$ cat src/rtl/led_frame_buffer.sv
`default_nettype none
// ============================================================================
//  Module      : led_frame_buffer
//  Description : LED matrix frame buffer with a write port (overwrite, OR and
//                XOR read-modify-write), a registered read port for the scan
//                driver, and a one-pixel-per-cycle clear sweep.
//  Revision    : 1.0 - initial release
// ============================================================================
module led_frame_buffer #(
    parameter  int ROWS = 8,
    parameter  int COLS = 8,
    parameter  int DW   = 4,
    localparam int RAW  = (ROWS > 1) ? $clog2(ROWS) : 1,
    localparam int CAW  = (COLS > 1) ? $clog2(COLS) : 1
) (
    input  logic           clk,
    input  logic           rst_n,
    input  logic           wr_en,
    input  logic [1:0]     wr_mode,
    input  logic [RAW-1:0] wr_row,
    input  logic [CAW-1:0] wr_col,
    input  logic [DW-1:0]  wr_data,
    input  logic           rd_en,
    input  logic [RAW-1:0] rd_row,
    input  logic [CAW-1:0] rd_col,
    output logic [DW-1:0]  rd_data,
    output logic           rd_valid,
    input  logic           clr_req,
    output logic           busy
);

    localparam int              c_NPIX = ROWS * COLS;
    localparam int              c_IW   = (c_NPIX > 1) ? $clog2(c_NPIX) : 1;
    localparam logic [c_IW-1:0] c_LAST = c_IW'(c_NPIX - 1);
    localparam logic [RAW:0]    c_ROWS = ROWS[RAW:0];
    localparam logic [CAW:0]    c_COLS = COLS[CAW:0];

    localparam logic [1:0] c_MODE_OVR = 2'b00;
    localparam logic [1:0] c_MODE_OR  = 2'b01;
    localparam logic [1:0] c_MODE_XOR = 2'b10;
    localparam logic [1:0] c_MODE_RSV = 2'b11;

    typedef enum logic [0:0] {
        S_IDLE  = 1'b0,
        S_CLEAR = 1'b1
    } state_t;

    state_t          r_state;
    logic [c_IW-1:0] r_cnt;
    logic            r_busy;
    logic [DW-1:0]   r_rd_data;
    logic            r_rd_valid;

    // Pixel storage carries no reset; the clear sweep initialises it.
    logic [DW-1:0]   r_mem [c_NPIX];

    logic            w_wr_in_range;
    logic            w_rd_in_range;
    logic            w_wr_ok;
    logic [c_IW-1:0] w_widx;
    logic [c_IW-1:0] w_ridx;
    logic [DW-1:0]   w_old;
    logic [DW-1:0]   w_new;

    assign w_wr_in_range = ({1'b0, wr_row} < c_ROWS) && ({1'b0, wr_col} < c_COLS);
    assign w_rd_in_range = ({1'b0, rd_row} < c_ROWS) && ({1'b0, rd_col} < c_COLS);
    assign w_widx        = c_IW'(wr_row) * c_IW'(COLS) + c_IW'(wr_col);
    assign w_ridx        = c_IW'(rd_row) * c_IW'(COLS) + c_IW'(rd_col);
    assign w_wr_ok       = wr_en && !r_busy && w_wr_in_range && (wr_mode != c_MODE_RSV);

    // The old value comes straight from the array, so a write in the previous
    // cycle is already visible and back-to-back RMW chains naturally.
    always_comb begin
        w_old = r_mem[w_widx];
        w_new = wr_data;
        unique case (wr_mode)
            c_MODE_OR:  w_new = wr_data | w_old;
            c_MODE_XOR: w_new = wr_data ^ w_old;
            c_MODE_OVR: w_new = wr_data;
            default:    w_new = wr_data;
        endcase
    end

    always_ff @(posedge clk) begin
        if (r_state == S_CLEAR) begin
            r_mem[r_cnt] <= '0;
        end else if (w_wr_ok) begin
            r_mem[w_widx] <= w_new;
        end
    end

    always_ff @(posedge clk or negedge rst_n) begin
        if (!rst_n) begin
            r_state <= S_CLEAR;
            r_cnt   <= '0;
            r_busy  <= 1'b1;
        end else begin
            unique case (r_state)
                S_CLEAR: begin
                    if (r_cnt == c_LAST) begin
                        r_state <= S_IDLE;
                        r_busy  <= 1'b0;
                        r_cnt   <= '0;
                    end else begin
                        r_cnt   <= r_cnt + 1'b1;
                    end
                end
                default: begin
                    if (clr_req) begin
                        r_state <= S_CLEAR;
                        r_busy  <= 1'b1;
                        r_cnt   <= '0;
                    end
                end
            endcase
        end
    end

    // Array is sampled before this edge's write lands: read-before-write.
    always_ff @(posedge clk or negedge rst_n) begin
        if (!rst_n) begin
            r_rd_data  <= '0;
            r_rd_valid <= 1'b0;
        end else begin
            r_rd_valid <= rd_en;
            if (rd_en) begin
                r_rd_data <= (r_busy || !w_rd_in_range) ? '0 : r_mem[w_ridx];
            end
        end
    end

    assign rd_data  = r_rd_data;
    assign rd_valid = r_rd_valid;
    assign busy     = r_busy;

endmodule
`default_nettype wire
$ cat config.mk
export PLATFORM = sky130hd
export DESIGN_NAME = led_frame_buffer
export DESIGN_NICKNAME = d
export VERILOG_FILES = /design/src/rtl/led_frame_buffer.sv
export SDC_FILE = /design/constraint.sdc
export NUM_CORES = 1
export LEC_CHECK = 0
export BUFFER_PORTS_ARGS = -buffer_cell sky130_fd_sc_hd__buf_2
export CAP_MARGIN = 5
export CELL_PAD_IN_SITES_DETAIL_PLACEMENT = 1
export CELL_PAD_IN_SITES_GLOBAL_PLACEMENT = 1
export CORE_MARGIN = 1.5
export CORE_UTILIZATION = 49
export CTS_CLUSTER_SIZE = 30
export DETAILED_ROUTE_END_ITERATION = 6
export PLACE_DENSITY = 0.8
export SYNTH_ARGS = -nofsm -noshare
export SYNTH_HDL_FRONTEND = slang
export SYNTH_SLANG_ARGS = --single-unit
$ cat constraint.sdc
create_clock -name clk -period 5.4 [get_ports clk]
set_input_delay 0.54 -clock clk [delete_from_list [all_inputs] [get_ports clk]]
set_output_delay 0.54 -clock clk [all_outputs]
set_load 0.02 [all_outputs]
==> reports/results.ini <==
[run_status]
status = finished, violations left
violations = design-rule violations

[floorplanning]
die_w_um = 167
die_y_um = 167
initial_core_util_pct = 50.1
rows = 59
io_pins = 29
core_um2 = 26200
dieArea_um2 = 27800

[final_layout]
areaGrowthSynthToFinish_pct = 10.8
layout.nets = 816
stdcell_area_um2 = 14600
antennaDiodeCount = 0
final_cells = 1142
final_layout_size_suffix_gt1_share_pct = 30.0

[yosys]
synth-seq-area-share_pct = 61.0
synth-edff-count = 256
synthDistinctLibCells = 46
synth-main-ff-cell = edfxtp_1
yosys.area.top_type_share_pct = 58.5
ys_seq_elements = 269
synth_area_leaders = edfxtp_1 59%, mux4_2 25%, nor2_1 2.3%
syn-num-nets = 786
synth_top_cells_by_count = 256 x edfxtp_1, 144 x mux4_2, 81 x nor2_1
ys.warnings.count = 0
syn_area_um2 = 13100
synth.most_common_cell = edfxtp_1
synth-async-reset-ratio_pct = 4.83
avgSynthCellArea_um2 = 17.4
yosysTopAreaCell = edfxtp_1
syn_inst = 755

[pwr]
total_power_mw = 5.05
p_leak_nw = 4.84
p_per_area_nw_per_um2 = 347
vdd_drop_max_mv = 0.246

[sta]
skew_ns = 0.0138
totalNegativeSetupSlack_ns = 0
setup_violations = 0
finalCritPeriodShare_pct = 80.2
finalCriticalPeriod_ns = 4.33
hold_slack_ns = 0.234
slew_headroom_pct = 35.5
rsz0062_at_grt = false
worst_pin_slew_ns = 0.964
max_freq_mhz = 231
hold_violations = 0
slew_violations = 0

[cts]
cts_tree = built
cts_max_path_buffers = 3
numCtsBuffers = 29
clk_pin_slew_ns = 0.06
clkSinkCount = 269
htree_levels = 1
cts_root_buf = clkbuf_16
clk_latency_ns = 0.56

[placed_design]
gp_congestion = 0.884
portBuffers = 28
hpwl_um = 26000
dpl.cell_count = 1086
placed_cell_area_um2 = 13600

[setup_path]
r2r_cells = 9
required_ns = 5.71
cp-end-kind = flip-flop
cp_max_fo = 41
cp.arrival_ns = 4.64
startpoint_type = primary input
critPathKind = in -> reg

[grt]
grt_max_degree = 42
antenna_found_initial = 0
first_global_vias = 8638
grt_overflow = 0
grt_pass1_wl_um = 57900
track_usage_pct = 28.5

[route]
vias_per_cell = 7.10
drt-initial-drc-count = 1099
ant_nets = 0
drt_pre_antenna_iters = 7
drc_errors = 6
postRouteWirelength_um = 38100
num_vias = 8103
detail_route.wl_per_cell_um = 33.4

[min_path]
holdCritPathClass = in -> reg
hold_depth = 1

[run]
drv_cap = 0

==> power by group <==
group | internal, mW | switching (mW) | leakage [nW]
Clock | 1.04 | 0.812 | 0.428
Combinational | 0.265 | 0.468 | 1.79
Sequential | 2.37 | 0.0897 | 2.62
Total | 3.68 | 1.37 | 4.84
==> cell type report <==
| class | count | area (µm²) |
|---|---|---|
| Clock buffer | 44 | 822 |
| Inverter | 18 | 67.6 |
| Tap cell | 335 | 419 |
| Clock inverter | 9 | 46.3 |
| Sequential cell | 269 | 8020 |
| Multi-Input combinational cell | 420 | 4850 |
| Timing Repair Buffer | 47 | 330 |
| Fill cell | 2339 | 11700 |
==> kinds of logic after synthesis <==
group / Yosys count / synth area share (%)
flops: 269 / 61.0
compound gates: 57 / 3.07
buf+inv: 66 / 2.45
xor+xnor: 1 / 0.0667
simple gates: 192 / 6.56
fa+ha+maj: 8 / 0.762
mux: 162 / 26.1
==> stage by stage <==
step	util (%)	worst slack [ns]
floorplan	-	0.964
global placement	52.0	0.701
detailed placement	52.0	0.419
CTS	55.4	0.814
global route	55.5	0.703
finish	55.5	1.07
==> critical path: stages <==
cell,delay [ns]
buf_4,0.65
buf_4,0.37
mux4_2,0.55
mux4_2,0.51
mux2_2,0.28
a21oi_1,0.15
ha_1,0.16
a221oi_1,0.12
a211oi_4,0.75
buf_4,0.51
==> what timing repair did <==
| action | CTS | global route |
|---|---|---|
| endpoints found under the hold margin | 11 | 0 |
| gates resized for setup | 0 | 0 |
| setup buffers | 0 | 0 |
| hold buffers | 1 | 0 |
==> flip-flops by register name, summed over array words and instances (netlist names) <==
signal,count
rd_valid,1
r_state,1
r_mem,256
busy,1
rd_data,4
r_cnt,6
==> worst paths after layout <==
check | to | start | slack (ns)
worst max-delay path | r_mem[49][2] | wr_col[0] | 1.07
worst min-delay path | rd_valid | rd_en | 0.23
worst max register to register | r_mem[29][1] | r_mem[46][1] | 1.58
worst min register to register | rd_data[3] | rd_data[3] | 0.55
max in group asynchronous | r_state | rst_n | 4.61
min in group asynchronous | r_cnt[4] | rst_n | 0.46
==> cells in the final DEF, fill, tap and decap left out, types with 4 or more instances in the layout <==
| master | netlist | final |
|---|---|---|
| mux2i_1 | 16 | 16 |
| inv_1 | 16 | 16 |
| a21oi_1 | 5 | 5 |
| or3_1 | 5 | 5 |
| nand3b_1 | 6 | 6 |
| nand2b_1 | 12 | 12 |
| buf_4 | 4 | 17 |
| edfxtp_1 | 256 | 256 |
| o21ai_0 | 14 | 14 |
| nand2_1 | 55 | 55 |
| clkinv_2 | 0 | 7 |
| dfrtp_1 | 11 | 11 |
| ha_1 | 8 | 8 |
| o31ai_1 | 4 | 4 |
| mux4_2 | 144 | 144 |
| a221oi_1 | 5 | 5 |
| nor2_1 | 81 | 81 |
| buf_2 | 17 | 26 |
| clkbuf_1 | 17 | 11 |
| clkbuf_8 | 0 | 4 |
| nand3_1 | 18 | 18 |
| clkbuf_16 | 0 | 29 |
| a211oi_4 | 0 | 4 |
| a32oi_1 | 5 | 5 |
==> per-layer routing <==
layer  track usage [%]  vias up  share of wire, %
li1                  -     3158                 -
met1              37.3     4245                36
met2              45.9      562                48
met3              6.23      138                10
met4              13.2        0               4.8
met5                 0        -                 0
Power figures use the tool's default switching activity.
